--- src/rtl/mem_port_arbiter_if.sv ---
// Requester and memory-side signal bundle for the shared memory port arbiter.
// The master side drives requests and read data; the slave side is the arbiter.
interface mem_port_arbiter_if #(
    parameter int AW = 8,
    parameter int DW = 8
);
    logic          vec_req;
    logic          vec_sel;
    logic          if_req;
    logic [AW-1:0] if_addr;
    logic          dm_req;
    logic          dm_we;
    logic [AW-1:0] dm_addr;
    logic [DW-1:0] dm_wdata;
    logic [DW-1:0] mem_rdata;
    logic [AW-1:0] mem_addr;
    logic          mem_we;
    logic [DW-1:0] mem_wdata;
    logic          vec_gnt;
    logic          dm_gnt;
    logic          if_gnt;
    logic          vec_rvalid;
    logic          dm_rvalid;
    logic          if_rvalid;
    logic [DW-1:0] rdata;
    logic          if_stall;
    logic          busy;

    modport master (
        output vec_req, vec_sel, if_req, if_addr, dm_req, dm_we, dm_addr, dm_wdata, mem_rdata,
        input  mem_addr, mem_we, mem_wdata, vec_gnt, dm_gnt, if_gnt,
        input  vec_rvalid, dm_rvalid, if_rvalid, rdata, if_stall, busy
    );

    modport slave (
        input  vec_req, vec_sel, if_req, if_addr, dm_req, dm_we, dm_addr, dm_wdata, mem_rdata,
        output mem_addr, mem_we, mem_wdata, vec_gnt, dm_gnt, if_gnt,
        output vec_rvalid, dm_rvalid, if_rvalid, rdata, if_stall, busy
    );
endinterface

--- src/rtl/mem_port_arbiter.sv ---
// Single-port arbiter for unified instruction/data memory: vector fetch sequencing,
// data-over-fetch priority with a starvation override, and read-return routing.
module mem_port_arbiter #(
    parameter int AW         = 8,
    parameter int DW         = 8,
    parameter int STARVE_MAX = 3
) (
    input logic               clk,
    input logic               reset,
    mem_port_arbiter_if.slave bus
);

    typedef enum logic [1:0] {
        S_ARB      = 2'd0,
        S_VEC      = 2'd1,
        S_VEC_DATA = 2'd2
    } state_t;

    localparam logic [3:0] STARVE_LIM = 4'(STARVE_MAX);

    state_t     state_r;
    state_t     state_nxt_s;
    logic [3:0] starve_cnt_r;
    logic [3:0] starve_nxt_s;
    logic       vec_sel_q_r;
    logic       vec_sel_nxt_s;
    logic       vec_gnt_s;
    logic       dm_gnt_s;
    logic       if_gnt_s;
    logic       vec_rvalid_r;
    logic       dm_rvalid_r;
    logic       if_rvalid_r;

    // State, starvation counter and latched vector select
    always_ff @(posedge clk) begin
        if (reset) begin
            state_r      <= S_ARB;
            starve_cnt_r <= 4'd0;
            vec_sel_q_r  <= 1'b0;
        end else begin
            state_r      <= state_nxt_s;
            starve_cnt_r <= starve_nxt_s;
            vec_sel_q_r  <= vec_sel_nxt_s;
        end
    end

    // Next-state, grant selection and starvation accounting; reset suppresses all grants
    always_comb begin
        state_nxt_s   = state_r;
        starve_nxt_s  = starve_cnt_r;
        vec_sel_nxt_s = vec_sel_q_r;
        vec_gnt_s     = 1'b0;
        dm_gnt_s      = 1'b0;
        if_gnt_s      = 1'b0;
        if (reset) begin
            state_nxt_s   = S_ARB;
            starve_nxt_s  = 4'd0;
            vec_sel_nxt_s = 1'b0;
        end else begin
            case (state_r)
                S_ARB: begin
                    if (bus.vec_req) begin
                        state_nxt_s   = S_VEC;
                        vec_sel_nxt_s = bus.vec_sel;
                    end else if (bus.if_req && (starve_cnt_r == STARVE_LIM)) begin
                        if_gnt_s = 1'b1;
                    end else if (bus.dm_req) begin
                        dm_gnt_s = 1'b1;
                    end else if (bus.if_req) begin
                        if_gnt_s = 1'b1;
                    end else begin
                        if_gnt_s = 1'b0;
                    end
                    // The drain cycle grants nothing, so the count only holds there
                    if (!bus.if_req || if_gnt_s) begin
                        starve_nxt_s = 4'd0;
                    end else if (dm_gnt_s && (starve_cnt_r < STARVE_LIM)) begin
                        starve_nxt_s = starve_cnt_r + 4'd1;
                    end else begin
                        starve_nxt_s = starve_cnt_r;
                    end
                end
                S_VEC: begin
                    vec_gnt_s   = 1'b1;
                    state_nxt_s = S_VEC_DATA;
                end
                S_VEC_DATA: begin
                    state_nxt_s = S_ARB;
                end
                default: begin
                    state_nxt_s = S_ARB;
                end
            endcase
        end
    end

    // Memory port mux driven by whichever requester holds the grant
    always_comb begin
        bus.mem_addr  = {AW{1'b0}};
        bus.mem_we    = 1'b0;
        bus.mem_wdata = {DW{1'b0}};
        if (dm_gnt_s) begin
            bus.mem_addr  = bus.dm_addr;
            bus.mem_we    = bus.dm_we;
            bus.mem_wdata = bus.dm_wdata;
        end else if (if_gnt_s) begin
            bus.mem_addr  = bus.if_addr;
        end else if (vec_gnt_s) begin
            bus.mem_addr  = {{(AW-1){1'b0}}, vec_sel_q_r};
        end else begin
            bus.mem_addr  = {AW{1'b0}};
        end
    end

    // Read-return tracking: a granted read flags its requester for the following cycle
    always_ff @(posedge clk) begin
        if (reset) begin
            vec_rvalid_r <= 1'b0;
            dm_rvalid_r  <= 1'b0;
            if_rvalid_r  <= 1'b0;
        end else begin
            vec_rvalid_r <= vec_gnt_s;
            dm_rvalid_r  <= dm_gnt_s & ~bus.dm_we;
            if_rvalid_r  <= if_gnt_s;
        end
    end

    // A reset cycle drops the in-flight read immediately, not one cycle later
    assign bus.vec_rvalid = vec_rvalid_r & ~reset;
    assign bus.dm_rvalid  = dm_rvalid_r & ~reset;
    assign bus.if_rvalid  = if_rvalid_r & ~reset;
    assign bus.vec_gnt    = vec_gnt_s;
    assign bus.dm_gnt     = dm_gnt_s;
    assign bus.if_gnt     = if_gnt_s;
    assign bus.rdata      = bus.mem_rdata;
    assign bus.if_stall   = bus.if_req & ~if_gnt_s;
    assign bus.busy       = (state_r != S_ARB);

endmodule

--- src/flat_wrapper.sv ---
// flat-port wrapper written by rule: the top's interface ports become plain ports
module mem_port_arbiter_flat 
#(
    parameter int AW         = 8,
    parameter int DW         = 8,
    parameter int STARVE_MAX = 3
)
  (clk, reset, bus_vec_req, bus_vec_sel, bus_if_req, bus_if_addr, bus_dm_req, bus_dm_we, bus_dm_addr, bus_dm_wdata, bus_mem_rdata, bus_mem_addr, bus_mem_we, bus_mem_wdata, bus_vec_gnt, bus_dm_gnt, bus_if_gnt, bus_vec_rvalid, bus_dm_rvalid, bus_if_rvalid, bus_rdata, bus_if_stall, bus_busy);
  mem_port_arbiter_if #(.AW(AW), .DW(DW)) bus_i ();
  input logic clk;
  input logic reset;
  input wire logic [$bits(bus_i.vec_req)-1:0] bus_vec_req;
  input wire logic [$bits(bus_i.vec_sel)-1:0] bus_vec_sel;
  input wire logic [$bits(bus_i.if_req)-1:0] bus_if_req;
  input wire logic [$bits(bus_i.if_addr)-1:0] bus_if_addr;
  input wire logic [$bits(bus_i.dm_req)-1:0] bus_dm_req;
  input wire logic [$bits(bus_i.dm_we)-1:0] bus_dm_we;
  input wire logic [$bits(bus_i.dm_addr)-1:0] bus_dm_addr;
  input wire logic [$bits(bus_i.dm_wdata)-1:0] bus_dm_wdata;
  input wire logic [$bits(bus_i.mem_rdata)-1:0] bus_mem_rdata;
  output wire logic [$bits(bus_i.mem_addr)-1:0] bus_mem_addr;
  output wire logic [$bits(bus_i.mem_we)-1:0] bus_mem_we;
  output wire logic [$bits(bus_i.mem_wdata)-1:0] bus_mem_wdata;
  output wire logic [$bits(bus_i.vec_gnt)-1:0] bus_vec_gnt;
  output wire logic [$bits(bus_i.dm_gnt)-1:0] bus_dm_gnt;
  output wire logic [$bits(bus_i.if_gnt)-1:0] bus_if_gnt;
  output wire logic [$bits(bus_i.vec_rvalid)-1:0] bus_vec_rvalid;
  output wire logic [$bits(bus_i.dm_rvalid)-1:0] bus_dm_rvalid;
  output wire logic [$bits(bus_i.if_rvalid)-1:0] bus_if_rvalid;
  output wire logic [$bits(bus_i.rdata)-1:0] bus_rdata;
  output wire logic [$bits(bus_i.if_stall)-1:0] bus_if_stall;
  output wire logic [$bits(bus_i.busy)-1:0] bus_busy;
  assign bus_i.vec_req = bus_vec_req;
  assign bus_i.vec_sel = bus_vec_sel;
  assign bus_i.if_req = bus_if_req;
  assign bus_i.if_addr = bus_if_addr;
  assign bus_i.dm_req = bus_dm_req;
  assign bus_i.dm_we = bus_dm_we;
  assign bus_i.dm_addr = bus_dm_addr;
  assign bus_i.dm_wdata = bus_dm_wdata;
  assign bus_i.mem_rdata = bus_mem_rdata;
  assign bus_mem_addr = bus_i.mem_addr;
  assign bus_mem_we = bus_i.mem_we;
  assign bus_mem_wdata = bus_i.mem_wdata;
  assign bus_vec_gnt = bus_i.vec_gnt;
  assign bus_dm_gnt = bus_i.dm_gnt;
  assign bus_if_gnt = bus_i.if_gnt;
  assign bus_vec_rvalid = bus_i.vec_rvalid;
  assign bus_dm_rvalid = bus_i.dm_rvalid;
  assign bus_if_rvalid = bus_i.if_rvalid;
  assign bus_rdata = bus_i.rdata;
  assign bus_if_stall = bus_i.if_stall;
  assign bus_busy = bus_i.busy;
  mem_port_arbiter #(.AW(AW), .DW(DW), .STARVE_MAX(STARVE_MAX)) u_core (.clk(clk), .reset(reset), .bus(bus_i));
endmodule
--- config.mk ---
export PLATFORM = sky130hd
export DESIGN_NAME = mem_port_arbiter_flat
export DESIGN_NICKNAME = d
export VERILOG_FILES = /design/src/rtl/mem_port_arbiter_if.sv /design/src/rtl/mem_port_arbiter.sv /design/src/flat_wrapper.sv
export SDC_FILE = /design/constraint.sdc
export NUM_CORES = 1
export LEC_CHECK = 0
export ABC_AREA = 1
export CORE_ASPECT_RATIO = 1.2
export CORE_MARGIN = 1.5
export CORE_UTILIZATION = 29
export CTS_CLUSTER_SIZE = 30
export DETAILED_ROUTE_END_ITERATION = 10
export PLACE_DENSITY_LB_ADDON = 0.05
export SLEW_MARGIN = 20
export SYNTH_ARGS = -nofsm -noshare
export SYNTH_HDL_FRONTEND = slang
export SYNTH_SLANG_ARGS = --single-unit
--- constraint.sdc ---
create_clock -name clk -period 1.6 [get_ports clk]
set_clock_uncertainty 0.2 [all_clocks]
set_input_delay 0.16 -clock clk [delete_from_list [all_inputs] [get_ports clk]]
set_output_delay 0.16 -clock clk [all_outputs]
set_load 0.01 [all_outputs]
# Word level (Yosys, flattened, before mapping)
# Index checks and enable logic that the tools add are counted.
# word_totals
word_cells	54
register_bits	10
output_inout_bits	33
in_bits	39
# op_classes
muxes	26
n_addsub	1
reduce_logical	9
eq_ne	3
n_lt_le_gt_ge	1
bitwise_logic	8
# ops
cell	count
$mux W8	3
$mux W1	19
$mux W4	2
$and A1 B1 Y1	5
$add A4 B1 Y4 const B	1
$eq A4 B2 Y1 const B	1
$lt A4 B2 Y1 const B	1
$pmux W2 S2	1
$reduce_and A2 Y1	2
$reduce_bool A2 Y1	2
$not A1 Y1	3
$eq A2 B1 Y1 const B	1
$logic_and A1 B1 Y1	2
$logic_not A2 Y1	1
$mux W2	1
$ne A2 B2 Y1 const B	1
$logic_not A1 Y1	1
$logic_or A1 B1 Y1	1

# Longest topological paths before layout
# logic_depth
word_depth	10
depth_mapped	8
mapped_depth_nobuf	8

# Worst setup path before layout
# OpenSTA, ideal clock, no wires.
# synth_path
path_type	register -> output
from	reg u_core.starve_cnt_r[0]
to	out bus_mem_wdata[0]
path_buffers	0
path_stages_with_launch	7
arrival_time_ps	1167
path_slack_ps	73
path_cell_list	dfxtp_1 -> ha_1 -> nand3_1 -> nand3_1 -> nor2_8 -> inv_6 -> nor2_2
# synth_between
elab_chain_cells	9
# synth_lines
item	line	rtl
start, declared	mem_port_arbiter.sv:23	logic [3:0] starve_cnt_r;
start signal, assigned	mem_port_arbiter.sv:42	starve_cnt_r <= starve_nxt_s;
$eq A4 B2 Y1	mem_port_arbiter.sv:65	end else if (bus.if_req && (starve_cnt_r == STARVE_LIM)) begin
$logic_and A1 B1 Y1	mem_port_arbiter.sv:65	
$mux W1	mem_port_arbiter.sv:65	
$mux W1	mem_port_arbiter.sv:62	if (bus.vec_req) begin
$mux W1	mem_port_arbiter.sv:60	case (state_r)
$mux W1	mem_port_arbiter.sv:55	if (reset) begin
$mux W1	mem_port_arbiter.sv:60	
$mux W1	mem_port_arbiter.sv:55	
net bus_dm_gnt	flat_wrapper.sv:25	output wire logic [$bits(bus_i.dm_gnt)-1:0] bus_dm_gnt;
$mux W8	mem_port_arbiter.sv:102	if (dm_gnt_s) begin
end, declared	flat_wrapper.sv:23	output wire logic [$bits(bus_i.mem_wdata)-1:0] bus_mem_wdata;
# The timed path passes the listed nets, and every way through them passes these cells. The select of a mux whose other input is x is not followed.

# Worst setup path after layout
# layout_path
from	reg u_core.starve_cnt_r[0]
to	out bus_mem_addr[1]
# layout_between
elab_chain_cells	10
# layout_lines
item	line	rtl
$eq A4 B2 Y1 (*)	mem_port_arbiter.sv:65	
$logic_and A1 B1 Y1 (*)	mem_port_arbiter.sv:65	
$mux W1	mem_port_arbiter.sv:65	
$mux W1	mem_port_arbiter.sv:62	
$mux W1	mem_port_arbiter.sv:60	
$mux W1	mem_port_arbiter.sv:55	
$mux W1	mem_port_arbiter.sv:60	
$mux W1	mem_port_arbiter.sv:55	
$mux W8	mem_port_arbiter.sv:106	end else if (if_gnt_s) begin
$mux W8 (*)	mem_port_arbiter.sv:102	
end, declared	flat_wrapper.sv:21	output wire logic [$bits(bus_i.mem_addr)-1:0] bus_mem_addr;
# Mark *: on every way between the ends. The rest lies on a longest branch, timed or not. The select of a mux whose other input is x is not followed.

==> summary.txt <==
Worst setup path
  – WP buf/inv: 2
  – WS Path Type: flip-flop to output port
  – Worst R2R End: u_core.starve_cnt_r[1]$_SDFFE_PP0P_
  – Critical Path Max Stage Delay: 0.34 ns
  – Critical path capture point type: output port
  – Worst Path Max Fanout: 5
  – R2r setup slk: 0.05 ns
  – Worst R2R Path Depth: 10
  – Cell breakdown of the critical path: ha_4, nand3_2, nand3_4, buf_12, nor2_4, a22o_1, buf_2
  – CP arrival: 1.52 ns
  – RR Startpoint: u_core.starve_cnt_r[0]$_SDFFE_PP0P_
  – CP Launch Type: flip-flop
  – CP required: 1.24 ns
  – Worst Setup SP: u_core.starve_cnt_r[0]$_SDFFE_PP0P_
  – Crit-path slowest cell: dfxtp_2
  – Family with the most delay on the worst path: flip-flops

Placement
  – I/O Buffers: 55
  – Placer Congestion: 0.7301
  – Post-detail-place hpwl: 1.752 mm

Pwr
  – Clk network pwr share: 28.2%
  – Psw: 0.0002215 W
  – Combinational Power Share: 37.5%
  – Pwr Total: 0.0007952 W
  – PwrDens: 517.5 mW/mm2
  – VDD IR max: 519.9 uV
  – Part of the power in registers: 34.2%
  – Internal power component: 0.0005737 W
  – Leakage Power: 0.8069 nW
  – Switching Share: 27.85%

Floorplan
  – Die H: 57.94 um
  – Die X: 48.79 um
  – Die area: 0.002827 mm2
  – Core Area: 0.002330 mm2
  – Starting Density: 31.31%
  – I/O pins: 72
  – Rows: 19

Synth
  – Share of the synthesized area in the top cell type: 27.44%
  – Synth Area per Inst: 7.082 um2
  – Cells after Synth: 103
  – Area leader, netlist: dfxtp_1
  – Syn nets: 143
  – Unique masters post-synth: 19
  – Sequential cell area fraction in the yosys report: 27.44%
  – Yosys reg bits: 10
  – Yosys warns: 0
  – Post-Synthesis Cell Area: 729.5 um2
  – Synth top area cells: dfxtp_1 (27%), inv_1 (8.7%), nor2_2 (8.6%)

Layout
  – Layout cell share with drive strength beyond 1: 48.62%
  – Area delta synth->final: 110.6%
  – FF/Latch Area: 205.2 um2
  – Area of the multi-input gates: 460.4 um2
  – Commonest non-fill, non-tap cells in the layout: clkdlybuf4s50_1 (29), buf_4 (21), inv_1 (17), buf_2 (17)
  – Nets: 222
  – Final Util: 65.95%
  – Most common cell after layout, fill and taps aside: clkdlybuf4s50_1
  – # fillers: 219
  – # diodes: 0

Hold path
  – Hold_sp: bus_mem_rdata[2]
  – HP Class: input pin to output port
  – WHS Path Cells: 0
  – WHS Endpoint: bus_rdata[2]

Clock tree
  – Worst skew pair latency: 0.27 ns
  – Worst-path clk slew: 0.07 ns
  – Hold Buf Count CTS: 0
  – Htree depth: 1
  – Clk sinks: 10
  – Clock Tree Root: clkbuf_4
  – TritonCTS clock tree: built
  – Clk buf depth: 2
  – CTS buffer count: 3

Outcome
  – Status: finished with violations
  – Failing checks: setup timing

STA
  – Final hold vios: 0
  – Tcrit/Tclk final: 117.7%
  – RSZ-0062 raised after global routing: true
  – Final Setup Violations: 20
  – Min cycle time layout: 1.883 ns
  – Setup TNS: -4.758 ns
  – Worst Slack Setup Final: -0.2828 ns
  – Max Transition Viols Final: 0
  – Max_slew headroom: 86.92%
  – Worst Max-Slew Pin Slew: 0.1957 ns
  – FMAX: 531.1 MHz

Flow run
  – Max-cap violations: 0

Routing
  – First DRT Iteration DRCs: 5
  – Routed Antenna Nets: 0
  – Routed length per instance: 10.93 um
  – TritonRoute pass-1 iters: 4
  – # DRC: 0
  – Routed WL: 2.318 mm
  – DR vias: 926
  – Drt via density: 4.368

GRT
  – Vias in the first global route: 876
  – GR Util All Layers: 16.23%
  – First-pass GRT wire length: 3.622 mm
  – Pin count of the biggest net entering global routing: 11
  – Initial antenna violation count: 0
  – Gr ovfl total: 0
## through the flow
step	instances	area, um2	hold slack, ns	setup WS (ns)
detailed placement	197	1381	0.1201	-0.6552
floorplan	103	729.5	0.02687	0.07275
global route	212	1536	0.1200	-0.3650
finish	212	1536	0.1200	-0.2828
CTS	210	1470	0.1201	-0.2735
global placement	197	1381	0.1201	-0.6216
## cells in the mapped netlist
library cell,number
a21oi_1,3
a22o_1,7
buf_2,1
buf_4,8
dfxtp_1,10
ha_1,1
inv_1,17
inv_2,1
inv_4,2
inv_6,1
nand2_1,11
nand2_2,1
nand3_1,9
nand4_1,1
nor2_1,14
nor2_2,10
nor2_4,2
nor2_8,2
o21ai_0,2
## power by group through the flow
stage | sequential [W] | combinational [W] | clock (W)
after floorplan | 0.000273 | 0.000126 | 0
after global placement | 0.000273 | 0.000270 | 0
after detailed placement | 0.000273 | 0.000274 | 0
after CTS | 0.000272 | 0.000285 | 0.000231
after global routing | 0.000273 | 0.000323 | 0.000246
final | 0.000272 | 0.000298 | 0.000225
## worst register-to-register path: stages, from the launching register on
cell     delay [ns]
dfxtp_2        0.36
ha_4           0.16
nand2_2        0.07
nand2_2        0.08
nand2_4        0.06
buf_6          0.12
buf_4          0.13
nand3_1        0.07
nand3_1        0.09
nand2_1        0.08
nor2_1         0.03
## how the worst max path moves through the flow
| stage | slack [ns] | cells past startpoint | to |
|---|---|---|---|
| 2_1_floorplan | 0.07 | 6 | bus_mem_wdata[0] |
| 3_3_place_gp | -0.62 | 6 | bus_mem_addr[2] |
| 3_5_place_dp | -0.66 | 7 | bus_mem_we |
| 4_1_cts | -0.27 | 7 | bus_mem_addr[1] |
| 5_1_grt | -0.36 | 10 | bus_mem_addr[0] |
| 6_report | -0.28 | 7 | bus_mem_addr[1] |
## cells by family after synthesis
| group | count (synthesis) | share of synthesized area (%) |
|---|---|---|
| buffers and inverters | 30 | 21.10 |
| AOI/OAI and AO/OA | 12 | 11.83 |
| DFF | 10 | 27.44 |
| adders and majority gates | 1 | 1.715 |
| and+or+nand+nor | 50 | 37.91 |
## flip-flops by register name (all words and copies together), names as in the netlist
register	cells
u_core.starve_cnt_r	4
u_core.state_r	2
u_core.dm_rvalid_r	1
u_core.if_rvalid_r	1
u_core.vec_rvalid_r	1
u_core.vec_sel_q_r	1
## routing by layer
| layer | track usage, % | up-vias | routed length [um] |
|---|---|---|---|
| met5 | 0 | - | 0 |
| met4 | 3.673 | 0 | 12 |
| met3 | 5.155 | 2 | 147 |
| met2 | 31.90 | 41 | 1327 |
| met1 | 16.61 | 412 | 829 |
| li1 | - | 471 | - |
## area by class of cell
| cell class | instances | area share, % |
|---|---|---|
| Tap cell | 31 | 2.524 |
| Multi-Input combinational cell | 64 | 29.97 |
| Inverter | 21 | 5.945 |
| Sequential cell | 10 | 13.36 |
| Timing Repair Buffer | 82 | 45.85 |
| Clock buffer | 4 | 2.362 |
## timing repair
action	in CTS	in global routing
pin swaps	9	8
endpoints found under the setup margin	26	26
resized for setup	109	13
gates cloned	1	0
setup buffers	8	2
(Power assumes the default switching activity.)
